==> config.mk <==
export PLATFORM = sky130hd
export DESIGN_NAME = n_shift_register
export DESIGN_NICKNAME = d
export VERILOG_FILES = /design/src/rtl/shift_pkg.sv /design/src/rtl/shift_step.sv /design/src/rtl/n_shift_register.sv
export SDC_FILE = /design/constraint.sdc
export NUM_CORES = 1
export LEC_CHECK = 0
export CORE_MARGIN = 1.5
export CORE_UTILIZATION = 45
export CTS_BUF_LIST = sky130_fd_sc_hd__clkbuf_4
export DETAILED_ROUTE_END_ITERATION = 10
export PLACE_DENSITY = 0.74
export SLEW_MARGIN = 20
export SYNTH_ARGS = -nofsm -noshare
export SYNTH_HDL_FRONTEND = slang
export SYNTH_SLANG_ARGS = --single-unit
==> constraint.sdc <==
create_clock -name clk -period 1.5 [get_ports clk]
set_input_delay 0.3 -clock clk [delete_from_list [all_inputs] [get_ports clk]]
set_output_delay 0.3 -clock clk [all_outputs]
set_load 0.1 [all_outputs]
==> src/rtl/shift_pkg.sv <==
// Shared definitions for the universal shift register: operation codes and
// the two-state run controller encoding.
package shift_pkg;

  localparam logic [2:0] MODE_HOLD  = 3'b000;
  localparam logic [2:0] MODE_LOAD  = 3'b001;
  localparam logic [2:0] MODE_SHL   = 3'b010;
  localparam logic [2:0] MODE_SHR   = 3'b011;
  localparam logic [2:0] MODE_ROL   = 3'b100;
  localparam logic [2:0] MODE_ROR   = 3'b101;
  localparam logic [2:0] MODE_ASR   = 3'b110;
  localparam logic [2:0] MODE_CLEAR = 3'b111;

  typedef enum logic {
    ST_IDLE = 1'b0,
    ST_RUN  = 1'b1
  } state_t;

  // Only true shifts/rotates can span several steps; the rest finish in one.
  function automatic logic is_shift(input logic [2:0] m);
    return !(m == MODE_HOLD || m == MODE_LOAD || m == MODE_CLEAR);
  endfunction

endpackage

==> src/rtl/shift_step.sv <==
// One combinational step of the shift register: next contents and the bit
// pushed out. LOAD is resolved by the caller, which owns the parallel data.
module shift_step
  import shift_pkg::*;
#(
  parameter int N = 4
) (
  input  logic [N-1:0] y,
  input  logic [2:0]   mode,
  input  logic         sin,
  output logic [N-1:0] y_next,
  output logic         out_bit
);

  logic signed [N-1:0] y_s;

  always_comb begin
    y_s     = y;
    y_next  = y;
    out_bit = 1'b0;
    case (mode)
      MODE_HOLD:  y_next = y;
      MODE_LOAD:  y_next = y;
      MODE_SHL:   begin y_next = {y[N-2:0], sin};  out_bit = y[N-1]; end
      MODE_SHR:   begin y_next = {sin, y[N-1:1]};  out_bit = y[0];   end
      MODE_ROL:   begin y_next = {y[N-2:0], y[N-1]}; out_bit = y[N-1]; end
      MODE_ROR:   begin y_next = {y[0], y[N-1:1]}; out_bit = y[0];   end
      MODE_ASR:   begin y_next = y_s >>> 1;        out_bit = y[0];   end
      MODE_CLEAR: y_next = '0;
      default:    y_next = y;
    endcase
  end

endmodule

==> src/rtl/n_shift_register.sv <==
// N-bit universal shift register with single-step operation and a counted
// multi-step run (start/amount) reported through busy and a done pulse.
module n_shift_register
  import shift_pkg::*;
#(
  parameter int N  = 4,
  parameter int AW = 3
) (
  input  logic          clk,
  input  logic          rst_n,
  input  logic          en,
  input  logic [2:0]    mode,
  input  logic [N-1:0]  x,
  input  logic          sin,
  input  logic          start,
  input  logic [AW-1:0] amount,
  output logic [N-1:0]  y,
  output logic          sout,
  output logic          busy,
  output logic          done
);

  state_t        state_q, state_d;
  logic [2:0]    op_q, op_d;
  logic [AW-1:0] cnt_q, cnt_d;
  logic [N-1:0]  y_d;
  logic          sout_d, done_d;

  logic [2:0]    step_mode;
  logic [N-1:0]  step_y;
  logic          step_out;

  // During a run the latched op drives the step, so live mode is ignored.
  assign step_mode = (state_q == ST_RUN) ? op_q : mode;

  shift_step #(.N(N)) u_step (
    .y       (y),
    .mode    (step_mode),
    .sin     (sin),
    .y_next  (step_y),
    .out_bit (step_out)
  );

  always_comb begin
    state_d = state_q;
    op_d    = op_q;
    cnt_d   = cnt_q;
    y_d     = y;
    sout_d  = sout;
    done_d  = 1'b0;
    if (en) begin
      case (state_q)
        ST_IDLE: begin
          if (start && amount == '0) begin
            done_d = 1'b1;
          end else begin
            y_d = (mode == MODE_LOAD) ? x : step_y;
            if (mode != MODE_HOLD) sout_d = step_out;
            if (start) begin
              op_d = mode;
              if (is_shift(mode) && amount != AW'(1)) begin
                state_d = ST_RUN;
                cnt_d   = amount - AW'(1);
              end else begin
                done_d = 1'b1;
              end
            end
          end
        end
        ST_RUN: begin
          y_d    = step_y;
          sout_d = step_out;
          cnt_d  = cnt_q - AW'(1);
          if (cnt_q == AW'(1)) begin
            state_d = ST_IDLE;
            done_d  = 1'b1;
          end
        end
        default: state_d = ST_IDLE;
      endcase
    end
  end

  // Register stage: done is rewritten every edge so it never outlives one cycle.
  always_ff @(posedge clk or negedge rst_n) begin
    if (!rst_n) begin
      state_q <= ST_IDLE;
      op_q    <= MODE_HOLD;
      cnt_q   <= '0;
      y       <= '0;
      sout    <= 1'b0;
      busy    <= 1'b0;
      done    <= 1'b0;
    end else begin
      state_q <= state_d;
      op_q    <= op_d;
      cnt_q   <= cnt_d;
      y       <= y_d;
      sout    <= sout_d;
      busy    <= (state_d == ST_RUN);
      done    <= done_d;
    end
  end

endmodule

==> results of run 1 <==
-- what timing repair did --
| item | CTS | global route |
|---|---|---|
| pin swaps | 13 | 5 |
| setup endpoints to repair | 13 | 12 |
| gates resized for setup | 30 | 8 |
| buffers inserted | 9 | 2 |
| hold endpoints to repair | 0 | 0 |
-- flip-flops by register name, indices dropped and copies added, names as in the netlist --
signal   count
sout         1
y            4
state_q      1
done         1
op_q         3
cnt_q        3
-- synthesized netlist by cell type, types with 2 or more instances --
cell type,number
nand3_1,2
nor2_1,6
mux2i_1,5
a21oi_1,6
a221oi_1,2
dfrtp_1,13
o211ai_1,2
o21ai_0,7
xnor2_1,3
buf_2,4
nand4b_1,3
ha_1,5
o22a_1,2
nand2_1,9
buf_6,2
mux2_2,7
nor4b_2,2
o22ai_1,3
a31oi_1,3
inv_1,6
nand2b_1,3
-- worst paths after layout --
kind	startpoint	to	slack, ps	depth (start not counted)
setup / recovery	state_q	y[3]	-110	5
hold / removal	rst_n	state_q	260	1
setup reg to reg	state_q	y[3]	-110	5
hold reg to reg	cnt_q[1]	cnt_q[1]	550	2
max in group asynchronous	rst_n	y[2]	800	2
min in group clk	en	done	440	2
-- area by class of cell --
cell class | instances | area [µm²] | share of cell area, %
clock buffers | 4 | 30.03 | 1.694
inverters | 6 | 22.52 | 1.270
multi-input cells | 93 | 834.6 | 47.07
flip-flops and latches | 13 | 329.1 | 18.56
well taps | 28 | 35.03 | 1.976
repair buffers | 50 | 521.8 | 29.43
-- kinds of logic (layout without fill, tap and decap cells) --
kind of cell               after synthesis  count (layout)  synth area share (%)
adders and majority gates                5               5                 5.574
and+or+nand+nor                         36              36                 21.63
muxes                                   13              13                 12.82
buffers and inverters                   13              60                 6.131
AOI/OAI and AO/OA                       35              35                 21.74
xor gates and xnor gates                 4               4                 3.122
DFF                                     13              13                 28.99
-- layer usage --
layer	share of wire, %	vias up	global-route usage (%)
met3	5.2	17	5.650
met5	0	-	0
met2	49	47	46.25
li1	-	544	-
met4	3.4	0	14.53
met1	42	571	35.33
-- metrics by stage --
stage / cell area (µm²) / setup TNS (ps)
after global routing: 1773 / -960.6
after floorplan: 1131 / -2577
final: 1773 / -553.5
after global placement: 1548 / -5153
after detailed placement: 1548 / -5699
after CTS: 1732 / -419.8
-- power by group --
part	switching [mW]	internal [mW]	total [mW]
logic	1.09	0.891	1.98
clock network	0.129	0.122	0.251
registers	0.267	0.496	0.763
-- cells in the final DEF, fill, tap and decap left out, drive strengths merged, types with 2 or more instances in the layout --
master         netlist  routed
nand2                9       9
nand4b               3       3
o21a                 2       2
a21oi                6       6
dfrtp               13      13
clkdlybuf4s50        0       6
dlymetal6s2s         0       3
o22a                 2       2
nand3                2       2
a31oi                3       3
ha                   5       5
clkbuf               1       4
buf                  6      36
xnor2                3       3
inv                  6       6
o211ai               2       2
nor4b                2       2
o22ai                3       3
mux2i                5       5
dlygate4sd2          0       5
nor2                 6       6
a221oi               2       2
mux2                 8       8
o21ai                7       7
nand2b               3       3
==> impl_metrics.csv, run 1 <==
group,metric,value,unit
run_status,status,"complete, but fails checks",
run_status,violations,"negative setup slack",
detailed_routing,ant_nets,0,
setup_path,worstSetupStartpointType,"flop",
floorplan,boundaryPins,22,
floorplan,die_height,52.94,µm
synth,ys_ff_latch,13,
global_routing,grt_max_degree,10,
sta,period_needed,1612,ps
final_layout,stdcell_count,194,
final_layout,synthToLayoutAreaGrowth,57.97,%
floorplan,rows,17,
clock_tree,hold_buffers,0,
place,dp_hpwl,2196,µm
synth,yosys.area.top_type_share,28.99,%
setup_path,required,1710,ps
clock_tree,clkSinkCount,13,
global_routing,grt_remaining_overflow,0,
power_and_ir_drop,power.total,2.993,mW
synth,synth_area_leader_cell,"dfrtp_1",
sta,holdWs,255.4,ps
worst_hold_path,min-delay-path-class,"input pin to asynchronous set/reset pin",
detailed_routing,wl_per_cell,18.11,µm
floorplan,die-width,52.94,µm
final_layout,post-route-util,77.90,%
synth,synth_nets,139,
synth,ys_seq_area_share,28.99,%
clock_tree,tritoncts,"done",
global_routing,grtUsageTotal,28.41,%
synth,netlist_area,1122,µm²
synth,yosysWarnings,0,
sta,hold_violations,0,
floorplan,die-area,2803,µm²
flow_run,max-cap-violations,0,
final_layout,diodes,0,
detailed_routing,first_pass_iters,4,
detailed_routing,vias,1179,
place,numPortBuffers,21,
setup_path,crit_family,"compound AO/OA/AOI/OAI gates",
floorplan,core,2276,µm²
detailed_routing,finalWirelength,3513,µm
sta,fmax,0.6202,GHz
setup_path,worst_path_max_delay_cell,"dfrtp_4",
setup_path,worstSetupPathType,"flop to flop",
global_routing,grt_pass1_wl,5727,µm
setup_path,crit_path_cell_trace,"buf_6 > buf_4 > o32ai_4 > a21oi_1 > a31oi_1",
final_layout,drive_gt1_share,39.16,%
clock_tree,clock_latency,290,ps
sta,finClkSkew,4.011,ps
detailed_routing,avgViaCountPerCell,6.077,
synth,syn_area_per_cell,9.431,µm²
synth,synth_flop_cell,"dfrtp_1",
clock_tree,cts_buffers,3,
sta,fin_crit_sh,107.5,%
synth,synth_area_leaders,"dfrtp_1 (29%), mux2_2 (7.0%), ha_1 (5.6%), mux2i_1 (4.5%), o21ai_0 (3.1%)",
final_layout,finalNetCount,187,
detailed_routing,drtIter0Drc,38,
global_routing,antenna_found_initial,0,
setup_path,crit_fanout,8,
detailed_routing,drcViolationCount,0,
place,routabilityCongestion,0.8349,
power_and_ir_drop,ir_drop,1.625,mV
sta,rsz0062_at_grt,"yes",
synth,synth_async_sr_flop_share,100.0,%
clock_tree,cts_max_level,1,
setup_path,setup.worst_path.end_class,"flop",
clock_tree,path_clk_slew,90,ps
power_and_ir_drop,p_leak,0.7977,nW
sta,finalSetupViolCount,8,
synth,synth-edff-count,0,
sta,tightest_slew,394.4,ps
final_layout,fillers,149,
setup_path,worst-path-buf-inv,2,
sta,slew_headroom,73.19,%
sta,timing.final.ws_setup,-112.3,ps
global_routing,grt_pass1_vias,1206,
setup_path,max_stage_delay,550,ps
synth,syn_inst,119,
power_and_ir_drop,powerDensity,1688,nW/µm²
place,place_ws,-498.1,ps
sta,slew_viol_final,0,
place,dp_cells,181,
setup_path,arrival,1820,ps
synth,ys_types,45,
clock_tree,clk_path_buf_depth,2,
clock_tree,cts-root-buf,"clkbuf_4",
floorplan,start_util,49.31,%
Power figures use the tool's default switching activity.
==> inputs of run 2 (changes only) <==
--- a/config.mk
+++ b/config.mk
@@ -5,9 +5,9 @@
 export SDC_FILE = /design/constraint.sdc
 export NUM_CORES = 1
 export LEC_CHECK = 0
+export CORE_ASPECT_RATIO = 0.7
 export CORE_MARGIN = 1.5
 export CORE_UTILIZATION = 45
-export CTS_BUF_LIST = sky130_fd_sc_hd__clkbuf_4
 export DETAILED_ROUTE_END_ITERATION = 10
 export PLACE_DENSITY = 0.74
 export SLEW_MARGIN = 20
==> run 2 against run 1 <==
First-iteration DRC count increased to 3.0 times the previous value. Hold slack better by 64 ps. Largest power group unchanged. Sequential cell count did not move. Sequential power down 0.8%. Critical endpoint is now y[1]. Clock power down 9.2%. Clock skew down 3.0 ps. Non-clock buffer count down 2. The flow still finishes with violations (negative setup slack). Via count decreased by 1.6%. Cell count up 1.0%.
==> impl_metrics.csv, run 2 (synthesis gave the netlist of run 1 again) <==
group,metric,value,unit
global_routing,grt_max_degree,14,
detailed_routing,ant_nets,0,
detailed_routing,drtIter0Drc,114,
floorplan,die_height,44.79,µm
global_routing,grt_pass1_wl,5388,µm
place,routabilityCongestion,0.8450,
floorplan,die-area,2808,µm²
global_routing,antenna_found_initial,0,
clock_tree,clk_path_buf_depth,2,
run_status,violations,"negative setup slack",
detailed_routing,first_pass_iters,6,
setup_path,worstSetupStartpointType,"flop",
setup_path,reg2reg_to,"y[1]",
final_layout,synthToLayoutAreaGrowth,56.97,%
sta,finClkSkew,1.016,ps
floorplan,start_util,49.67,%
detailed_routing,finalWirelength,3450,µm
sta,rsz0062_at_grt,"yes",
final_layout,finalNetCount,185,
sta,holdWs,319.2,ps
clock_tree,cts_buffers,3,
clock_tree,hold_buffers,0,
setup_path,worst-r2r-setup-slack,-110,ps
setup_path,crit_path_cell_trace,"buf_12 > nor4b_4 > nand3b_1 > a221oi_1 > o22ai_1",
global_routing,grtUsageTotal,25.92,%
sta,fmax,0.6213,GHz
worst_hold_path,min-delay-path-class,"input pin to asynchronous set/reset pin",
power_and_ir_drop,p_leak,0.7659,nW
sta,period_needed,1610,ps
detailed_routing,vias,1160,
clock_tree,path_clk_slew,80,ps
floorplan,boundaryPins,22,
setup_path,crit_fanout,8,
setup_path,worstSetupPathType,"flop to flop",
floorplan,rows,14,
place,numPortBuffers,21,
sta,hold_violations,0,
run_status,status,"complete, but fails checks",
setup_path,max_stage_delay,500,ps
floorplan,die-width,62.69,µm
final_layout,largest_reg_flops,4,
final_layout,regMostFlops,"y",
global_routing,grt_remaining_overflow,0,
clock_tree,tritoncts,"done",
global_routing,grt_pass1_vias,1123,
clock_tree,clkSinkCount,13,
floorplan,core,2260,µm²
final_layout,diodes,0,
final_layout,reg_top3,"y (4), cnt_q (3), op_q (3)",
power_and_ir_drop,powerDensity,1693,nW/µm²
place,dp_hpwl,2420,µm
final_layout,layout_common_cells,"buf_4 (21), dfrtp_1 (12), nand2_1 (9), buf_12 (9), clkdlybuf4s50_1 (8)",
place,dp_cells,188,
detailed_routing,wl_per_cell,17.60,µm
setup_path,r2r_start,"state_q",
setup_path,arrival,1820,ps
sta,slew_headroom,70.40,%
detailed_routing,drcViolationCount,0,
clock_tree,cts-root-buf,"clkbuf_4",
sta,fin_crit_sh,107.3,%
setup_path,required,1710,ps
sta,slew_viol_final,0,
final_layout,drive_gt1_share,38.41,%
final_layout,final_area,1762,µm²
final_layout,stdcell_count,196,
sta,finalSetupTns,-831.3,ps
detailed_routing,avgViaCountPerCell,5.918,
place,dpl_cell_area,1588,µm²
sta,tightest_slew,440.0,ps
final_layout,layout_commonest_cell,"buf_4",
sta,timing.final.ws_setup,-109.5,ps
setup_path,setup.worst_path.end_class,"flop",
clock_tree,cts_max_level,1,
power_and_ir_drop,ir_drop,0.7872,mV
setup_path,worst_path_max_delay_cell,"dfrtp_4",
sta,finalSetupViolCount,12,
flow_run,max-cap-violations,0,
setup_path,timing.reg2reg.worst_path_depth,5,
clock_tree,clock_latency,290,ps
==> run 2: worst max-delay path by stage <==
stage	from	end	slack, ps
CTS	state_q	cnt_q[2]	-90
global placement	amount[1]	cnt_q[2]	-470
global route	state_q	y[1]	-180
floorplan	state_q	cnt_q[2]	-340
finish	state_q	y[1]	-110
detailed placement	amount[1]	cnt_q[2]	-590
==> run 2: power by group <==
part	switching [mW]	internal (mW)	leakage [nW]	total [mW]
clock network	0.125	0.104	0.0150	0.228
registers	0.261	0.495	0.152	0.757
logic	1.10	0.900	0.599	2.00
total	1.48	1.50	0.766	2.98
==> run 2: cell type report <==
class | instances | area, µm²
timing repair buffer | 48 | 519.2
sequential | 13 | 329.1
inverter | 6 | 22.52
tap | 32 | 40.04
fill | 140 | 498.0
multi-input combinational | 93 | 824.5
clock buffer | 4 | 26.28
==> run 2: worst max-delay path, delay by kind of cell, from the launching register on <==
kind / cells / cell delay, ps
compound gates: 2 / 260
buf+inv: 1 / 160
flops: 1 / 500
simple gates: 2 / 610
==> run 2: through the flow <==
stage	power, mW	setup WS [ps]	util (%)
floorplan	1.830	-343.4	-
detailed placement	2.503	-590.3	70.27
CTS	2.891	-88.63	75.86
global placement	2.446	-473.4	70.27
global route	3.105	-175.1	77.96
finish	2.983	-109.5	77.96
==> run 2: timing repair <==
action | in CTS | in global routing
setup endpoints to repair | 13 | 13
buffers inserted | 5 | 0
gates resized for setup | 21 | 11
hold endpoints to repair | 0 | 0
pin swaps | 7 | 3
==> run 2: layer usage <==
metal | wire (µm) | up-vias | GRT usage, % | part of all wire (%)
met5 | 0 | - | 0 | 0
met3 | 308 | 10 | 7.481 | 8.9
met1 | 1463 | 536 | 33.18 | 42
met4 | 58 | 0 | 10.22 | 1.7
li1 | - | 537 | - | -
met2 | 1620 | 77 | 42.58 | 47
